==> config.mk <==
export PLATFORM = sky130hd
export DESIGN_NAME = r2048x8_arb_ctl
export DESIGN_NICKNAME = d
export VERILOG_FILES = /design/src/rtl/r2048x8_arb_ctl.sv
export SDC_FILE = /design/constraint.sdc
export NUM_CORES = 1
export LEC_CHECK = 0
export ABC_AREA = 1
export CORE_MARGIN = 2
export CORE_UTILIZATION = 36
export CTS_BUF_LIST = sky130_fd_sc_hd__clkbuf_16
export CTS_CLUSTER_DIAMETER = 120
export DETAILED_ROUTE_END_ITERATION = 8
export GPL_ROUTABILITY_DRIVEN = 0
export PLACE_DENSITY_LB_ADDON = 0.3
export SETUP_SLACK_MARGIN = 0.5
export SYNTH_ARGS = -nofsm -noshare
export SYNTH_HDL_FRONTEND = slang
export SYNTH_SLANG_ARGS = --single-unit
==> constraint.sdc <==
create_clock -name Clk -period 1.7 [get_ports Clk]
set_input_delay 0.34 -clock Clk [delete_from_list [all_inputs] [get_ports Clk]]
set_output_delay 0.34 -clock Clk [all_outputs]
set_load 0.01 [all_outputs]
==> src/rtl/r2048x8_arb_ctl.sv <==
// Two-requester controller for a shared 2048x8 RAM: independent round-robin write and read
// arbitration, same-cycle write/read forwarding, and a clear sequencer that sweeps every word.
module r2048x8_arb_ctl #(
    parameter logic [7:0] CLR_VAL      = 8'h00,
    parameter bit         CLR_ON_RESET = 1'b1
) (
    input  logic        Clk,
    input  logic        Rst_n,
    input  logic        req0,
    input  logic        req1,
    input  logic        we0,
    input  logic        we1,
    input  logic [10:0] addr0,
    input  logic [10:0] addr1,
    input  logic [7:0]  wd0,
    input  logic [7:0]  wd1,
    output logic        gnt0,
    output logic        gnt1,
    output logic        rvalid0,
    output logic        rvalid1,
    output logic [7:0]  rdata,
    input  logic        clr_req,
    output logic        busy,
    output logic [10:0] ram_wa,
    output logic [10:0] ram_ra,
    output logic [7:0]  ram_wd,
    output logic        ram_wen,
    output logic        ram_wclk_en,
    output logic        ram_rclk_en,
    input  logic [7:0]  ram_rd
);

    typedef enum logic {
        S_CLEAR = 1'b0,
        S_RUN   = 1'b1
    } state_t;

    localparam state_t RESET_STATE = CLR_ON_RESET ? S_CLEAR : S_RUN;

    state_t      state_reg, state_next;
    logic [10:0] clr_addr_reg, clr_addr_next;
    logic        wr_ptr_reg, wr_ptr_next;
    logic        rd_ptr_reg, rd_ptr_next;
    logic [1:0]  rvalid_reg;
    logic        byp_flag_reg;
    logic [7:0]  byp_data_reg;

    logic [1:0]  req_v, we_v;
    logic [1:0]  wr_cand, rd_cand;
    logic [1:0]  wr_gnt, rd_gnt;
    logic        run;
    logic        fwd_hit;

    assign run   = (state_reg == S_RUN);
    assign req_v = {req1, req0};
    assign we_v  = {we1, we0};

    // Per-requester candidates; on contention the pointer picks the winner.
    generate
        for (genvar gi = 0; gi < 2; gi++) begin : g_arb
            assign wr_cand[gi] = run & req_v[gi] & we_v[gi];
            assign rd_cand[gi] = run & req_v[gi] & ~we_v[gi];
            assign wr_gnt[gi]  = wr_cand[gi] & (~wr_cand[1-gi] | (wr_ptr_reg == 1'(gi)));
            assign rd_gnt[gi]  = rd_cand[gi] & (~rd_cand[1-gi] | (rd_ptr_reg == 1'(gi)));
        end
    endgenerate

    always_comb begin
        state_next    = state_reg;
        clr_addr_next = clr_addr_reg;
        wr_ptr_next   = wr_ptr_reg;
        rd_ptr_next   = rd_ptr_reg;
        ram_wa        = '0;
        ram_wd        = '0;
        ram_wen       = 1'b0;
        ram_ra        = '0;
        case (state_reg)
            S_CLEAR: begin
                ram_wen       = 1'b1;
                ram_wa        = clr_addr_reg;
                ram_wd        = CLR_VAL;
                clr_addr_next = clr_addr_reg + 11'd1;
                if (clr_addr_reg == 11'h7FF) begin
                    state_next = S_RUN;
                end
            end
            S_RUN: begin
                if (clr_req) begin
                    state_next    = S_CLEAR;
                    clr_addr_next = '0;
                end
                if (|wr_gnt) begin
                    ram_wen     = 1'b1;
                    ram_wa      = wr_gnt[0] ? addr0 : addr1;
                    ram_wd      = wr_gnt[0] ? wd0 : wd1;
                    wr_ptr_next = wr_gnt[0];
                end
                if (|rd_gnt) begin
                    ram_ra      = rd_gnt[0] ? addr0 : addr1;
                    rd_ptr_next = rd_gnt[0];
                end
            end
            default: begin
                state_next = S_RUN;
            end
        endcase
    end

    // The RAM returns pre-write data on a same-address collision, so capture the write data.
    assign fwd_hit = (|wr_gnt) & (|rd_gnt) & (ram_wa == ram_ra);

    always_ff @(posedge Clk or negedge Rst_n) begin
        if (!Rst_n) begin
            state_reg    <= RESET_STATE;
            clr_addr_reg <= '0;
            wr_ptr_reg   <= 1'b0;
            rd_ptr_reg   <= 1'b0;
            rvalid_reg   <= '0;
            byp_flag_reg <= 1'b0;
            byp_data_reg <= '0;
        end else begin
            state_reg    <= state_next;
            clr_addr_reg <= clr_addr_next;
            wr_ptr_reg   <= wr_ptr_next;
            rd_ptr_reg   <= rd_ptr_next;
            rvalid_reg   <= rd_gnt;
            byp_flag_reg <= fwd_hit;
            if (fwd_hit) begin
                byp_data_reg <= ram_wd;
            end
        end
    end

    assign gnt0        = wr_gnt[0] | rd_gnt[0];
    assign gnt1        = wr_gnt[1] | rd_gnt[1];
    assign rvalid0     = rvalid_reg[0];
    assign rvalid1     = rvalid_reg[1];
    assign rdata       = (|rvalid_reg) ? (byp_flag_reg ? byp_data_reg : ram_rd) : 8'h00;
    assign busy        = (state_reg == S_CLEAR);
    assign ram_wclk_en = ram_wen;
    assign ram_rclk_en = |rd_gnt;

endmodule

# After elaboration in Yosys (flattened, before gate mapping)
# Cells that the tools add are included.
# W data, S select, Z words.
[totals]
regBits = 25
n_memories = 0
romBits = 0
wordCells = 61
latch_bits = 0
mem_bits_rw = 0
input_bits = 53
out_inout_bits = 46
[op_classes]
reduce_logical = 5
n_mul = 0
muxes = 18
shift = 0
bitwise = 27
addsub = 1
magnitude_cmp = 0
n_div = 0
n_eq_ne = 3
[op_table]
columns = ["cell", "n"]
rows = [
  ["$mux W11", 6],
  ["$pmux W11 S2", 2],
  ["$mux W8", 4],
  ["$pmux W8 S2", 1],
  ["$and A1 B1 Y1", 12],
  ["$add A11 B1 Y11 const B", 1],
  ["$eq A11 B11 Y1", 1],
  ["$eq A11 B11 Y1 const B", 1],
  ["$not A1 Y1", 9],
  ["$or A1 B1 Y1", 6],
  ["$reduce_or A2 Y1", 3],
  ["$pmux W1 S2", 2],
  ["$reduce_and A2 Y1", 2],
  ["$mux W1", 3],
  ["$ne A2 B2 Y1 const B", 1],
]

# Depth between registers and ports, before layout
[logic_depth]
depth_word = 10
ltp_mapped = 14
mapped_depth_nobuf = 13

# Least setup slack after synthesis
# Ideal clock, no wire load.
[synth_timing]
kind = "reg-to-reg"
startpoint = "register state_reg (netlist: run)"
endpoint = "register byp_data_reg[0]"
setup_ns = 0.117
required_time_ns = 1.583
n_path_buf = 2
stages_incl_launch_ff = 14
arrival_time_ns = 1.804
slack_ns = -0.221
synth_period_minus_slack_ns = 1.921
path_cell_list = "dfrtp_1 -> buf_4 -> nand4_4 -> nand2_2 -> buf_4 -> nand3_1 -> nand2_1 -> inv_1 -> nand2_1 -> nand3_1 -> nor2_4 -> nand3_4 -> nand2_1 -> nand2_1"
[synth_via]
elab_chain_cells = 10
elab_cells_between_ends = 33
cone_classes = "1 x eq/ne; 9 x mux; 21 x bitwise; 2 x reduce/logical"
[synth_rtl]
columns = ["item", "line_no", "text"]
rows = [
  ["start: declaration", "40", "state_t state_reg, state_next;"],
  ["start signal: assignment", "122", "state_reg <= state_next;"],
  ["$and A1 B1 Y1 (2 in a row)", "62", "assign rd_cand[gi] = run & req_v[gi] & ~we_v[gi];"],
  ["$not A1 Y1", "64", "assign rd_gnt[gi] = rd_cand[gi] & (~rd_cand[1-gi] | (rd_ptr_reg == 1'(gi)));"],
  ["$or A1 B1 Y1", "64", ""],
  ["$and A1 B1 Y1", "64", ""],
  ["$mux W11 / $reduce_or A2 Y1 (equally long branches)", "99, 98", ""],
  ["$mux W11", "98", "if (|rd_gnt) begin"],
  ["$mux W11 *", "77", "case (state_reg)"],
  ["named net ram_ra[3]", "25", "output logic [10:0] ram_ra,"],
  ["$eq A11 B11 Y1 *", "110", "assign fwd_hit = (|wr_gnt) & (|rd_gnt) & (ram_wa == ram_ra);"],
  ["$and A1 B1 Y1 *", "110", ""],
  ["end signal: assignment", "129", "byp_data_reg <= ram_wd;"],
  ["end: declaration", "46", "logic [7:0] byp_data_reg;"],
]
# Mark *: on every way through the listed nets, which the timed path passes. The rest lies on a longest branch.
# A chain may end at the register's enable or synchronous reset.

# Worst setup path after layout
[layout_timing]
startpoint = "register state_reg (netlist: run)"
endpoint = "register byp_data_reg[2]"
[layout_via]
elab_chain_cells = 10
elab_cells_between_ends = 33
cone_classes = "1 x eq/ne; 9 x mux; 21 x bitwise; 2 x reduce/logical"
[layout_rtl]
columns = ["item", "line_no", "text"]
rows = [
  ["$and A1 B1 Y1", "61, 62", ""],
  ["$and A1 B1 Y1 (on tied branches)", "61, 62", ""],
  ["$not A1 Y1 (on tied branches)", "63, 64", ""],
  ["$or A1 B1 Y1 (on tied branches)", "63, 64", ""],
  ["$and A1 B1 Y1 (on tied branches)", "63, 64", ""],
  ["$mux W11, or another cell as far along", "94", "ram_wa = wr_gnt[0] ? addr0 : addr1;"],
  ["$mux W11 (on tied branches)", "92, 98", ""],
  ["$pmux W11 S2 / $mux W11 (equally long branches)", "77", ""],
  ["$eq A11 B11 Y1", "110", ""],
  ["$and A1 B1 Y1", "110", ""],
]
# Several ways; a longest one is shown, not always the timed one.

==> impl_metrics.env <==
export IMPL_critical_path_class="register to register"
export IMPL_dp_hpwl_um=6420
export IMPL_vias=3567
export IMPL_yosys_warnings=0
export IMPL_area_sequential_um2=628
export IMPL_finalCritPeriodShare_pct=135
export IMPL_vdd_drop_max_uv=926
export IMPL_clock_latency_ns=0.27
export IMPL_grt_pass1_wl_um=15300
export IMPL_seq_area_frac_synth_pct=29.5
export IMPL_syn_nets=401
export IMPL_synth_top_family_by_area="simple AND/OR/NAND/NOR gates"
export IMPL_relSlewSlack_pct=74.5
export IMPL_yosysMostFrequentCell="nand2_1"
export IMPL_synth_distinct_cells=31
export IMPL_largest_reg_flops=11
export IMPL_start_util_pct=37.9
export IMPL_chipHeight_um=80.8
export IMPL_violations="negative setup slack"
export IMPL_end_kind="register"
export IMPL_synthCells=347
export IMPL_core_um2=5610
export IMPL_grtUsageMet3_pct=6.56
export IMPL_drt_total_wl_um=12900
export IMPL_start_kind="register"
export IMPL_tightestPinTransition_ns=0.380
export IMPL_numCtsBuffers=3
export IMPL_post_route_drc_count=0
export IMPL_synth_edff_count=0
export IMPL_synth_xor_area_share_pct=0
export IMPL_nFillCells=274
export IMPL_worstPathRequired_ns=1.91
export IMPL_synth_fa_ha_area_share_pct=0.589
export IMPL_synth_compound_area_share_pct=9.43
export IMPL_path_max_fanout=8
export IMPL_synth_area_um2=2120
export IMPL_cts_sinks=25
export IMPL_grt_busiest_layer="met2"
export IMPL_clk_pin_slew_ns=0.07
export IMPL_grtUsageMet2_pct=53.4
export IMPL_rsz0062_at_grt="yes"
export IMPL_synth_simple_gate_area_share_pct=47.5
export IMPL_postSynthAreaPerCell_um2=6.12
export IMPL_power_w=0.00315
export IMPL_hold_path_class="primary input to async pin"
export IMPL_synth_seq_cells=25
export IMPL_die_area_um2=6530
export IMPL_synth_top_cell_area_share_pct=29.5
export IMPL_clockBufferDepth=2
export IMPL_nets=602
export IMPL_fin_tns_setup_ns=-17.87
export IMPL_grt_overflow=0
export IMPL_pin_count=99
export IMPL_cap_viol_max_count=0
export IMPL_track_usage_pct=29.8
export IMPL_drv_slew=0
export IMPL_vias_per_cell=5.76
export IMPL_outcome="complete, but fails checks"
export IMPL_cts_max_level=1
export IMPL_timing_final_ws_setup_ns=-0.590
export IMPL_period_minus_slack_ns=2.29
export IMPL_hold_viol=0
export IMPL_grt_pass1_vias=3317
export IMPL_portBuffers=98
export IMPL_grt_max_degree=26
export IMPL_antenna_found_initial=0
export IMPL_crit_arrival_ns=2.50
export IMPL_setup_viol=47
export IMPL_synthToLayoutAreaGrowth_pct=128
export IMPL_synthMuxAreaShare_pct=0.471
export IMPL_multi_input_area_um2=1930
export IMPL_drt_first_pass_iters=5
export IMPL_p_per_area_nw_per_um2=650
export IMPL_routedWlPerCell_um=20.8
export IMPL_synthTopCellsByCount="107 x nand2_1, 53 x nand3_1, 51 x inv_1, 29 x nor2_1, 25 x dfrtp_1"
export IMPL_cts_tree="done"
export IMPL_p_leak_nw=2.46
export IMPL_first_iter_violations=333
export IMPL_rows=27
export IMPL_skew_ns=0.00399
export IMPL_synthArstFlopShare_pct=100
export IMPL_hold_buffers=0
export IMPL_grt_use_met1_pct=32.7
export IMPL_root_buffer="clkbuf_16"
export IMPL_drive_gt1_share_pct=59.0
export IMPL_antenna_cells=0
export IMPL_ys_top_cells_by_area="dfrtp_1 29%, nand2_1 19%, nand3_1 12%"
export IMPL_fmax_mhz=437
export IMPL_ys_flop_type="dfrtp_1"
export IMPL_fp_dieW_um=80.8
export IMPL_yosys_area_top_type="dfrtp_1"
export IMPL_ant_nets=0
==> per-layer routing <==
metal	wire length (µm)	part of all wire, %	vias up
met3	1230	9.6	80
met1	4540	35	1656
met5	0	0	-
li1	-	-	1525
met4	866	6.7	0
met2	6240	48	306
==> cell usage in the layout, fill, tap and decap left out, types with 9 or more instances in the layout <==
cell             Yosys  final
buf_4                5     62
nand2_1            107     57
buf_6                0     57
clkdlybuf4s50_1      0     47
inv_1               51     35
nand3_2              0     32
nand2_2              3     32
buf_2                3     25
dfrtp_1             25     23
nand2_4              0     21
nand3_1             53     16
nor2_2               0     16
inv_2                2     14
nand4_1             13     13
a21oi_2              0     10
o21ai_2              1      9
nor2_1              29      9
==> cells by family after synthesis <==
family                     Yosys count
AOI/OAI and AO/OA                   36
and+or+nand+nor                    219
adders and majority gates            1
DFF                                 25
buffers and inverters               65
muxes                                1
==> final timing paths <==
kind | from | to | slack [ns] | cells past startpoint
min in group Clk | byp_data_reg[3] | byp_data_reg[3] | 0.50 | 2
max | run | byp_data_reg[2] | -0.59 | 14
min reg2reg | byp_data_reg[3] | byp_data_reg[3] | 0.50 | 2
max in group asynchronous | Rst_n | run | 0.99 | 2
max reg2reg | run | byp_data_reg[2] | -0.59 | 14
min | Rst_n | clr_addr_reg[9] | 0.45 | 2
==> through the flow <==
| stage | instances | setup WS, ns | hold WS [ns] | util [%] | cell area (µm²) |
|---|---|---|---|---|---|
| 6_report | 619 | -0.590 | 0.447 | 86.4 | 4850 |
| 5_1_grt | 619 | -0.701 | 0.492 | 86.4 | 4850 |
| 4_1_cts | 591 | -0.402 | 0.449 | 77.3 | 4340 |
| 3_5_place_dp | 560 | -0.844 | 0.462 | 67.5 | 3790 |
| 3_3_place_gp | 560 | -0.826 | 0.455 | 67.5 | 3790 |
| 2_1_floorplan | 347 | -0.195 | 0.0444 | - | 2390 |
==> cell type report <==
class / count / area share [%]
clock buffers: 3 / 1.55
clock inverters: 1 / 0.155
inverters: 54 / 4.75
multi-input cells: 259 / 39.9
flip-flops and latches: 25 / 13.0
well taps: 72 / 1.86
repair buffers: 205 / 38.8
==> critical path: stages, from the launching register on <==
cell,delay (ns)
dfrtp_2,0.46
buf_4,0.16
nand4_1,0.18
nand2_4,0.12
buf_4,0.15
nand2_1,0.04
nand3_1,0.11
nand2_2,0.16
nor2_2,0.06
nor2_1,0.08
nand2_1,0.09
nor2_4,0.21
buf_6,0.17
nand4_1,0.13
nand2_1,0.10
==> where the power goes <==
part	switching [W]	internal, W
clock	0.000232	0.000320
sequential	0.000132	0.000693
combinational	0.000980	0.000792
==> timing repair <==
action                                  in CTS  in global routing
endpoints found under the setup margin      71                 69
pin swaps                                   49                 50
setup buffers                               24                 28
gates resized for setup                    301                 84
gates cloned                                 3                  0
No activity file was read; power rests on OpenSTA's default activity.
